### src/rtl/fx_share_pkg.sv
// Shared types and constants for the fx_opt sharing controller.
// Holds the scheduler state encoding, the abort result value and parameter defaults.
package fx_share_pkg;

    typedef enum logic [1:0] {
        IDLE  = 2'd0,
        ISSUE = 2'd1,
        WAIT  = 2'd2,
        RESP  = 2'd3
    } fx_state_e;

    // Quiet NaN returned to a requester whose core request was aborted
    localparam logic [31:0] FX_NAN = 32'h7FC00000;

    localparam int unsigned N_REQ_DEF   = 4;
    localparam int unsigned TIMEOUT_DEF = 64;

endpackage

### src/rtl/fx_share_ctrl_if.sv
// Custom-instruction handshake between the sharing controller and one fx_opt core.
// master = controller side, slave = core side.
interface fx_share_ctrl_if #(
    parameter int unsigned DATA_W = 32
);

    logic              core_start;
    logic [DATA_W-1:0] core_x;
    logic              core_clk_en;
    logic              core_reset;
    logic              core_done;
    logic [DATA_W-1:0] core_f_x;

    modport master (
        output core_start,
        output core_x,
        output core_clk_en,
        output core_reset,
        input  core_done,
        input  core_f_x
    );

    modport slave (
        input  core_start,
        input  core_x,
        input  core_clk_en,
        input  core_reset,
        output core_done,
        output core_f_x
    );

endinterface

### src/rtl/fx_share_ctrl_rr_arbiter.sv
// Combinational round-robin arbiter: grants the first pending index after last_grant,
// wrapping, as a one-hot vector.
module rr_arbiter #(
    parameter  int unsigned N_REQ = 4,
    localparam int unsigned IDX_W = $clog2(N_REQ)
) (
    input  logic [N_REQ-1:0] pending,
    input  logic [IDX_W-1:0] last_grant,
    output logic [N_REQ-1:0] grant,
    output logic             any_valid
);

    logic [IDX_W-1:0] idx;

    always_comb begin
        grant     = '0;
        any_valid = 1'b0;
        idx       = '0;
        for (int unsigned k = 1; k <= N_REQ; k++) begin
            idx = IDX_W'((32'(last_grant) + k) % N_REQ);
            if (!any_valid && pending[idx]) begin
                grant[idx] = 1'b1;
                any_valid  = 1'b1;
            end
        end
    end

endmodule

### src/rtl/fx_share_ctrl.sv
// Round-robin sharing of one multi-cycle fx_opt core between N_REQ custom-instruction
// requesters, with one buffered operand per requester and a WAIT watchdog.
module fx_share_ctrl
    import fx_share_pkg::*;
#(
    parameter int unsigned N_REQ   = N_REQ_DEF,
    parameter int unsigned DATA_W  = 32,
    parameter int unsigned TIMEOUT = TIMEOUT_DEF
) (
    input  logic                         clk,
    input  logic                         reset,
    input  logic                         clk_en,
    input  logic [N_REQ-1:0]             req_start,
    input  logic [N_REQ-1:0][DATA_W-1:0] req_x,
    output logic [N_REQ-1:0]             req_done,
    output logic [DATA_W-1:0]            f_x,
    output logic [N_REQ-1:0]             req_err,
    output logic                         timeout_flag,
    fx_share_ctrl_if.master              core
);

    localparam int unsigned IDX_W = $clog2(N_REQ);
    localparam int unsigned WD_W  = $clog2(TIMEOUT + 1);

    fx_state_e                    state;
    logic [N_REQ-1:0]             pending;
    logic [N_REQ-1:0][DATA_W-1:0] xbuf;
    logic [IDX_W-1:0]             owner;
    logic [IDX_W-1:0]             last_grant;
    logic [WD_W-1:0]              wd;

    logic [DATA_W-1:0]            core_x_r;
    logic                         core_start_r;
    logic                         abort_r;
    logic [N_REQ-1:0]             req_done_r;
    logic [DATA_W-1:0]            f_x_r;
    logic [N_REQ-1:0]             req_err_r;
    logic                         tflag_r;

    logic [N_REQ-1:0]             grant;
    logic                         any_valid;
    logic                         do_grant;
    logic [IDX_W-1:0]             grant_idx;
    logic [N_REQ-1:0]             busy;
    logic [N_REQ-1:0]             accept;
    logic [N_REQ-1:0]             pending_nxt;
    logic [N_REQ-1:0]             owner_oh;
    logic [WD_W-1:0]              wd_nxt;

    rr_arbiter #(
        .N_REQ(N_REQ)
    ) u_arb (
        .pending   (pending),
        .last_grant(last_grant),
        .grant     (grant),
        .any_valid (any_valid)
    );

    always_comb begin
        grant_idx = '0;
        for (int unsigned i = 0; i < N_REQ; i++) begin
            if (grant[i]) grant_idx = IDX_W'(i);
        end
    end

    // The owner stops being busy in RESP, so it may queue its next operand there
    always_comb begin
        busy = '0;
        for (int unsigned i = 0; i < N_REQ; i++) begin
            busy[i] = pending[i] ||
                      ((owner == IDX_W'(i)) && ((state == ISSUE) || (state == WAIT)));
        end
    end

    always_comb begin
        do_grant    = any_valid && ((state == IDLE) || (state == RESP));
        accept      = req_start & ~busy;
        pending_nxt = (pending | accept) & ~(do_grant ? grant : '0);
        owner_oh    = N_REQ'(1) << owner;
        wd_nxt      = wd + 1'b1;
    end

    always_ff @(posedge clk or posedge reset) begin
        if (reset) begin
            state        <= IDLE;
            pending      <= '0;
            xbuf         <= '0;
            owner        <= '0;
            last_grant   <= IDX_W'(N_REQ - 1);
            wd           <= '0;
            core_x_r     <= '0;
            core_start_r <= 1'b0;
            abort_r      <= 1'b0;
            req_done_r   <= '0;
            f_x_r        <= '0;
            req_err_r    <= '0;
            tflag_r      <= 1'b0;
        end else if (clk_en) begin
            pending <= pending_nxt;
            for (int unsigned i = 0; i < N_REQ; i++) begin
                if (accept[i]) xbuf[i] <= req_x[i];
            end
            req_err_r    <= req_err_r | (req_start & busy);
            core_start_r <= 1'b0;
            abort_r      <= 1'b0;
            req_done_r   <= '0;

            if (do_grant) begin
                owner        <= grant_idx;
                last_grant   <= grant_idx;
                core_x_r     <= xbuf[grant_idx];
                core_start_r <= 1'b1;
            end

            case (state)
                IDLE: begin
                    if (do_grant) state <= ISSUE;
                end
                ISSUE: begin
                    wd    <= '0;
                    state <= WAIT;
                end
                WAIT: begin
                    wd <= wd_nxt;
                    // A completion in the expiry cycle still delivers the real result
                    if (core.core_done) begin
                        f_x_r      <= core.core_f_x;
                        tflag_r    <= 1'b0;
                        req_done_r <= owner_oh;
                        state      <= RESP;
                    end else if (wd_nxt == WD_W'(TIMEOUT)) begin
                        f_x_r      <= DATA_W'(FX_NAN);
                        tflag_r    <= 1'b1;
                        abort_r    <= 1'b1;
                        req_done_r <= owner_oh;
                        state      <= RESP;
                    end
                end
                RESP: begin
                    tflag_r <= 1'b0;
                    state   <= do_grant ? ISSUE : IDLE;
                end
                default: state <= IDLE;
            endcase
        end
    end

    assign req_done         = clk_en ? req_done_r : '0;
    assign f_x              = f_x_r;
    assign req_err          = req_err_r;
    assign timeout_flag     = tflag_r;
    assign core.core_start  = core_start_r & clk_en;
    assign core.core_x      = core_x_r;
    assign core.core_clk_en = clk_en;
    assign core.core_reset  = reset | abort_r;

endmodule

### src/flat_wrapper.sv
// flat-port wrapper written by rule: the top's interface ports become plain ports
module fx_share_ctrl_flat import fx_share_pkg::*;
#(
    parameter int unsigned N_REQ   = N_REQ_DEF,
    parameter int unsigned DATA_W  = 32,
    parameter int unsigned TIMEOUT = TIMEOUT_DEF
)
  (clk, reset, clk_en, req_start, req_x, req_done, f_x, req_err, timeout_flag, core_core_start, core_core_x, core_core_clk_en, core_core_reset, core_core_done, core_core_f_x);
  fx_share_ctrl_if #(.DATA_W(DATA_W)) core_i ();
  input  logic clk;
  input  logic reset;
  input  logic clk_en;
  input  logic [N_REQ-1:0] req_start;
  input  logic [N_REQ-1:0][DATA_W-1:0] req_x;
  output logic [N_REQ-1:0] req_done;
  output logic [DATA_W-1:0] f_x;
  output logic [N_REQ-1:0] req_err;
  output logic timeout_flag;
  output wire logic [$bits(core_i.core_start)-1:0] core_core_start;
  output wire logic [$bits(core_i.core_x)-1:0] core_core_x;
  output wire logic [$bits(core_i.core_clk_en)-1:0] core_core_clk_en;
  output wire logic [$bits(core_i.core_reset)-1:0] core_core_reset;
  input wire logic [$bits(core_i.core_done)-1:0] core_core_done;
  input wire logic [$bits(core_i.core_f_x)-1:0] core_core_f_x;
  assign core_core_start = core_i.core_start;
  assign core_core_x = core_i.core_x;
  assign core_core_clk_en = core_i.core_clk_en;
  assign core_core_reset = core_i.core_reset;
  assign core_i.core_done = core_core_done;
  assign core_i.core_f_x = core_core_f_x;
  fx_share_ctrl #(.N_REQ(N_REQ), .DATA_W(DATA_W), .TIMEOUT(TIMEOUT)) u_core (.clk(clk), .reset(reset), .clk_en(clk_en), .req_start(req_start), .req_x(req_x), .req_done(req_done), .f_x(f_x), .req_err(req_err), .timeout_flag(timeout_flag), .core(core_i));
endmodule
### config.mk
export PLATFORM = sky130hd
export DESIGN_NAME = fx_share_ctrl_flat
export DESIGN_NICKNAME = d
export VERILOG_FILES = /design/src/rtl/fx_share_pkg.sv /design/src/rtl/fx_share_ctrl_if.sv /design/src/rtl/fx_share_ctrl_rr_arbiter.sv /design/src/rtl/fx_share_ctrl.sv /design/src/flat_wrapper.sv
export SDC_FILE = /design/constraint.sdc
export NUM_CORES = 1
export LEC_CHECK = 0
export CORE_ASPECT_RATIO = 0.75
export CORE_MARGIN = 2
export CORE_UTILIZATION = 54
export CTS_BUF_LIST = sky130_fd_sc_hd__clkbuf_4 sky130_fd_sc_hd__clkbuf_8 sky130_fd_sc_hd__clkbuf_16
export DETAILED_ROUTE_END_ITERATION = 8
export PLACE_DENSITY = 0.86
export SYNTH_ARGS = -nofsm -noshare
export SYNTH_HDL_FRONTEND = slang
export SYNTH_SLANG_ARGS = --single-unit
### constraint.sdc
create_clock -name clk -period 13.1 [get_ports clk]
set_input_delay 2.62 -clock clk [delete_from_list [all_inputs] [get_ports clk]]
set_output_delay 2.62 -clock clk [all_outputs]
set_load 0.005 [all_outputs]
==> summary.md <==
| Metric | Value |
|---|---|
| # diodes | 0 |
| DRT Wirelength | 27,700 um |
| Post-synth EDFFs | 0 |
| Synthesized area | about 0.010 sq mm |
| Slew Viols, Final | 0 |
| Routability cong. | ~0.8 |
| Post-Syn Instances | approximately 830 |
| Critical path fanouts, max | 26 |
| Rel. slew slack | roughly a fifth |
| Core area | 0.0185 sq mm |
| Hold Fails Final Rpt | 0 |
| Area leader, netlist | dfrtp_1 |
| Site Rows | between 40 and 50 |
| GRT Overall Usage | 27.9% |
| Leading post-synthesis cells by cell area | dfrtp_1 54%, mux2_2 14%, a211oi_2 3.6%, nand2_1 3.2%, a2bb2oi_1 2.8% |
| IO buf count | 243 |
| Slowest Stage Delay on Critical Path | 1.03 ns |
| Final WS setup | 5.62 ns |
| Die height | approximately 120 um |
| Initial antenna violation count | 1 |
| FMAX | ~130 MHz |
| Switch share | between 30% and 40% |
| Final ANT Viol Nets | 0 |
| CP Data Arrival Time | between 4 and 5 ns |
| Worst-Skew Late Latency | 0.51 ns |
| Cell internal pwr | ~2300 uW |
| Min Tclk post-route | roughly 7.5 ns |
| Critical path type | in -> out |
| Mean Syn Cell Area | ~12 sq um |
| Clock buffer depth | 3 |
| Vias in the first global route | ~8,100 |
| Post-DP HPWL | 17,600 um |
| Worst Tran Pin Value | 1.18 ns |
| Outcome | completed |
| Min Hold Slack | approximately 0.49 ns |
| Net load switching power | 1370 uW |
| Die area | ~0.02 sq mm |
| Syn-to-layout area delta | 32.9% |
| Clock power share | between 15 and 20% |
| Max VDD drop | ~0.00015 V |
| Layout net count | 1,223 |
| Ratio of final minimum period to clock period | a little under three fifths |
| Cts repair resizes | 0 |
| Net count after synthesis | around 1,000 |
| H-tree Lvls | 1 |
| Top-area cell type share of the netlist area | 53.7% |
| Root Driver | clkbuf_16 |
| Clock Sinks | 220 |
| Share of cells above drive strength 1 | between 20% and 30% |
| CTS tree | yes |
| Ys flop type | dfrtp_1 |
| Leak pwr | between 0.005 and 0.006 uW |
| Clk pin slew, worst setup/hold paths | roughly 0.060 ns |
| Seq cells post-synth | 220 |
| Kind of end point of the critical path | output port |
| TritonCTS Buffers | 23 |
| Sequential fraction of design power | 33.9% |
| Layout fillers | approximately 1,300 |
| # IOs | about 240 |
| Remaining DRCs | 0 |
| Distinct cells, synth | just under 60 |
| Max Cap Viol | 0 |
| Die X | around 160 um |
| CP most frequent cell | clkdlybuf4s50_1 |
| # Post-CTS Setup Buffers | 0 |
| Post-Layout Cell Count | approximately 1,300 |
| DR vias/cell | between 5 and 6 |
| RSZ-0062 raised after global routing | false |
| Pin count of the biggest net entering global routing | 84 |
| First-pass GRT wire length | roughly 44,000 um |
| Pwr Density | ~270 mW/mm^2 |
| Final setup TNS | 0 ns |
| Hold buffer count at cts | 0 |
| Vias post-DR | about 7,800 |
| Drt pass-1 iters | 5 |
| Initial Utilization | a little under three fifths |
| Final Setup Violations | 0 |
| Worst Path Required | 10.48 ns |
| Worst-path cell chain | clkdlybuf4s50_1, clkinv_1, nor2_1, clkdlybuf4s50_1 |
| Crit path max-delay cell type | clkdlybuf4s50_1 |
| Asr flop ratio synth | 100% |
| Comb power frac | between 40 and 50% |
| DR WL/cell | 21.2 um |
| HP Class | reg -> reg |
| Warnings from Yosys | 0 |
| Clock skew | ~0.0084 ns |
| Setup crit start kind | input port |
| 1st-iter DRT viols | roughly 600 |
| Post-Place Cells | around 1,300 |
| Sequential fraction of the synthesis area | 54.2% |
| Gr ovfl total | 0 |
| DP Worst Slack | 5.63 ns |
==> power groups by stage <==
stage | sequential, uW | clock (uW) | combinational [uW]
5_1_grt | 1280 | 717 | 1890
3_3_place_gp | 1230 | 0 | 1680
4_1_cts | 1240 | 689 | 1750
2_1_floorplan | 1190 | 0 | 1220
3_5_place_dp | 1240 | 0 | 1740
6_report | 1240 | 680 | 1750
==> critical path: cells and delay by family <==
kind	cells	cell delay, ns
and+or+nand+nor	1	0.21
buffers and inverters	3	2.03
==> area by class of cell <==
class                   count  area, sq um  share of cell area [%]
flip-flops and latches    220         5510                    40.8
repair buffers            251         2490                    18.5
well taps                 247          309                    2.29
multi-input cells         531         4350                    32.2
inverters                  14         60.1                   0.445
clock inverters             8          121                   0.899
clock buffers              32          662                    4.90
==> synthesized netlist by cell type (all sizes together) (3+ instances only) <==
master,instances
a21oi,7
a21o,3
o21bai,4
inv,13
nand3,6
o221ai,32
a2bb2oi,32
a31oi,7
o21ai,44
nand2,87
mux4,3
a211oi,32
o22a,12
a21boi,3
a22o,25
and2,3
mux2,129
and3,5
nand3b,4
a221oi,3
o32ai,3
ha,14
nor2,12
buf,26
clkbuf,41
nor3,36
dfrtp,218
==> layout by cell type, fill, tap and decap left out, drive strengths merged, types with 4 or more instances in the layout <==
master,count
a2bb2oi,32
inv,14
o22a,12
a31oi,7
clkdlybuf4s50,243
nor3,36
nor2,12
o221ai,32
dfrtp,218
o21bai,4
o21ai,44
a21oi,7
nand3,6
ha,14
nand3b,4
nand2,87
buf,8
mux2,129
and3,5
a211oi,32
clkbuf,32
a22o,25
clkinv,4
==> path summary, 6_finish.rpt <==
check | from | to | slack (ns) | cells after the start
worst min-delay path | u_core.req_err[3] | u_core.req_err[3] | 0.49 | 1
min in group asynchronous | reset | u_core.core.core_x[4] | 2.56 | 2
worst max-delay path | clk_en | req_done[2] | 5.62 | 4
max in group asynchronous | reset | u_core.xbuf[77] | 9.05 | 3
worst max register to register | u_core.last_grant[0] | u_core.core.core_x[30] | 9.05 | 7
worst min register to register | u_core.req_err[3] | u_core.req_err[3] | 0.49 | 1
==> stage by stage <==
| stage | power (uW) | util [%] | area [sq um] |
|---|---|---|---|
| final | 3670 | 73.2 | 13500 |
| after global routing | 3890 | 73.2 | 13500 |
| after CTS | 3680 | 73.2 | 13500 |
| after detailed placement | 2980 | 68.9 | 12700 |
| after global placement | 2910 | 68.9 | 12700 |
| after floorplan | 2400 | - | 10200 |
==> per-layer routing <==
metal	global-route usage (%)	routed length [um]	vias to the layer above
met5	0	0	-
met4	7.52	621	0
met3	7.16	2280	54
met2	44.9	12900	313
met1	38.2	11900	3913
li1	-	-	3511
==> flip-flops by register name, indices dropped and copies added (netlist names) <==
signal / cells
u_core.req_done_r: 4
u_core.xbuf: 128
u_core.f_x: 32
u_core.pending: 4
u_core.owner: 2
u_core.core.core_x: 32
u_core.last_grant: 2
u_core.abort_r: 1
u_core.core_start_r: 1
u_core.state: 2
u_core.wd: 7
u_core.req_err: 4
u_core.timeout_flag: 1
==> cell families (layout without fill, tap and decap cells) <==
logic type / Yosys count / after routing / share of synthesized area [%]
AOI/OAI and AO/OA: 217 / 217 / 17.8
xor gates and xnor gates: 2 / 2 / 0.172
adders and majority gates: 14 / 14 / 1.72
buffers and inverters: 81 / 305 / 3.52
DFF: 220 / 220 / 54.2
muxes: 133 / 133 / 15.1
and+or+nand+nor: 165 / 165 / 7.54
Note: power is estimated with default switching activity, not from simulation.
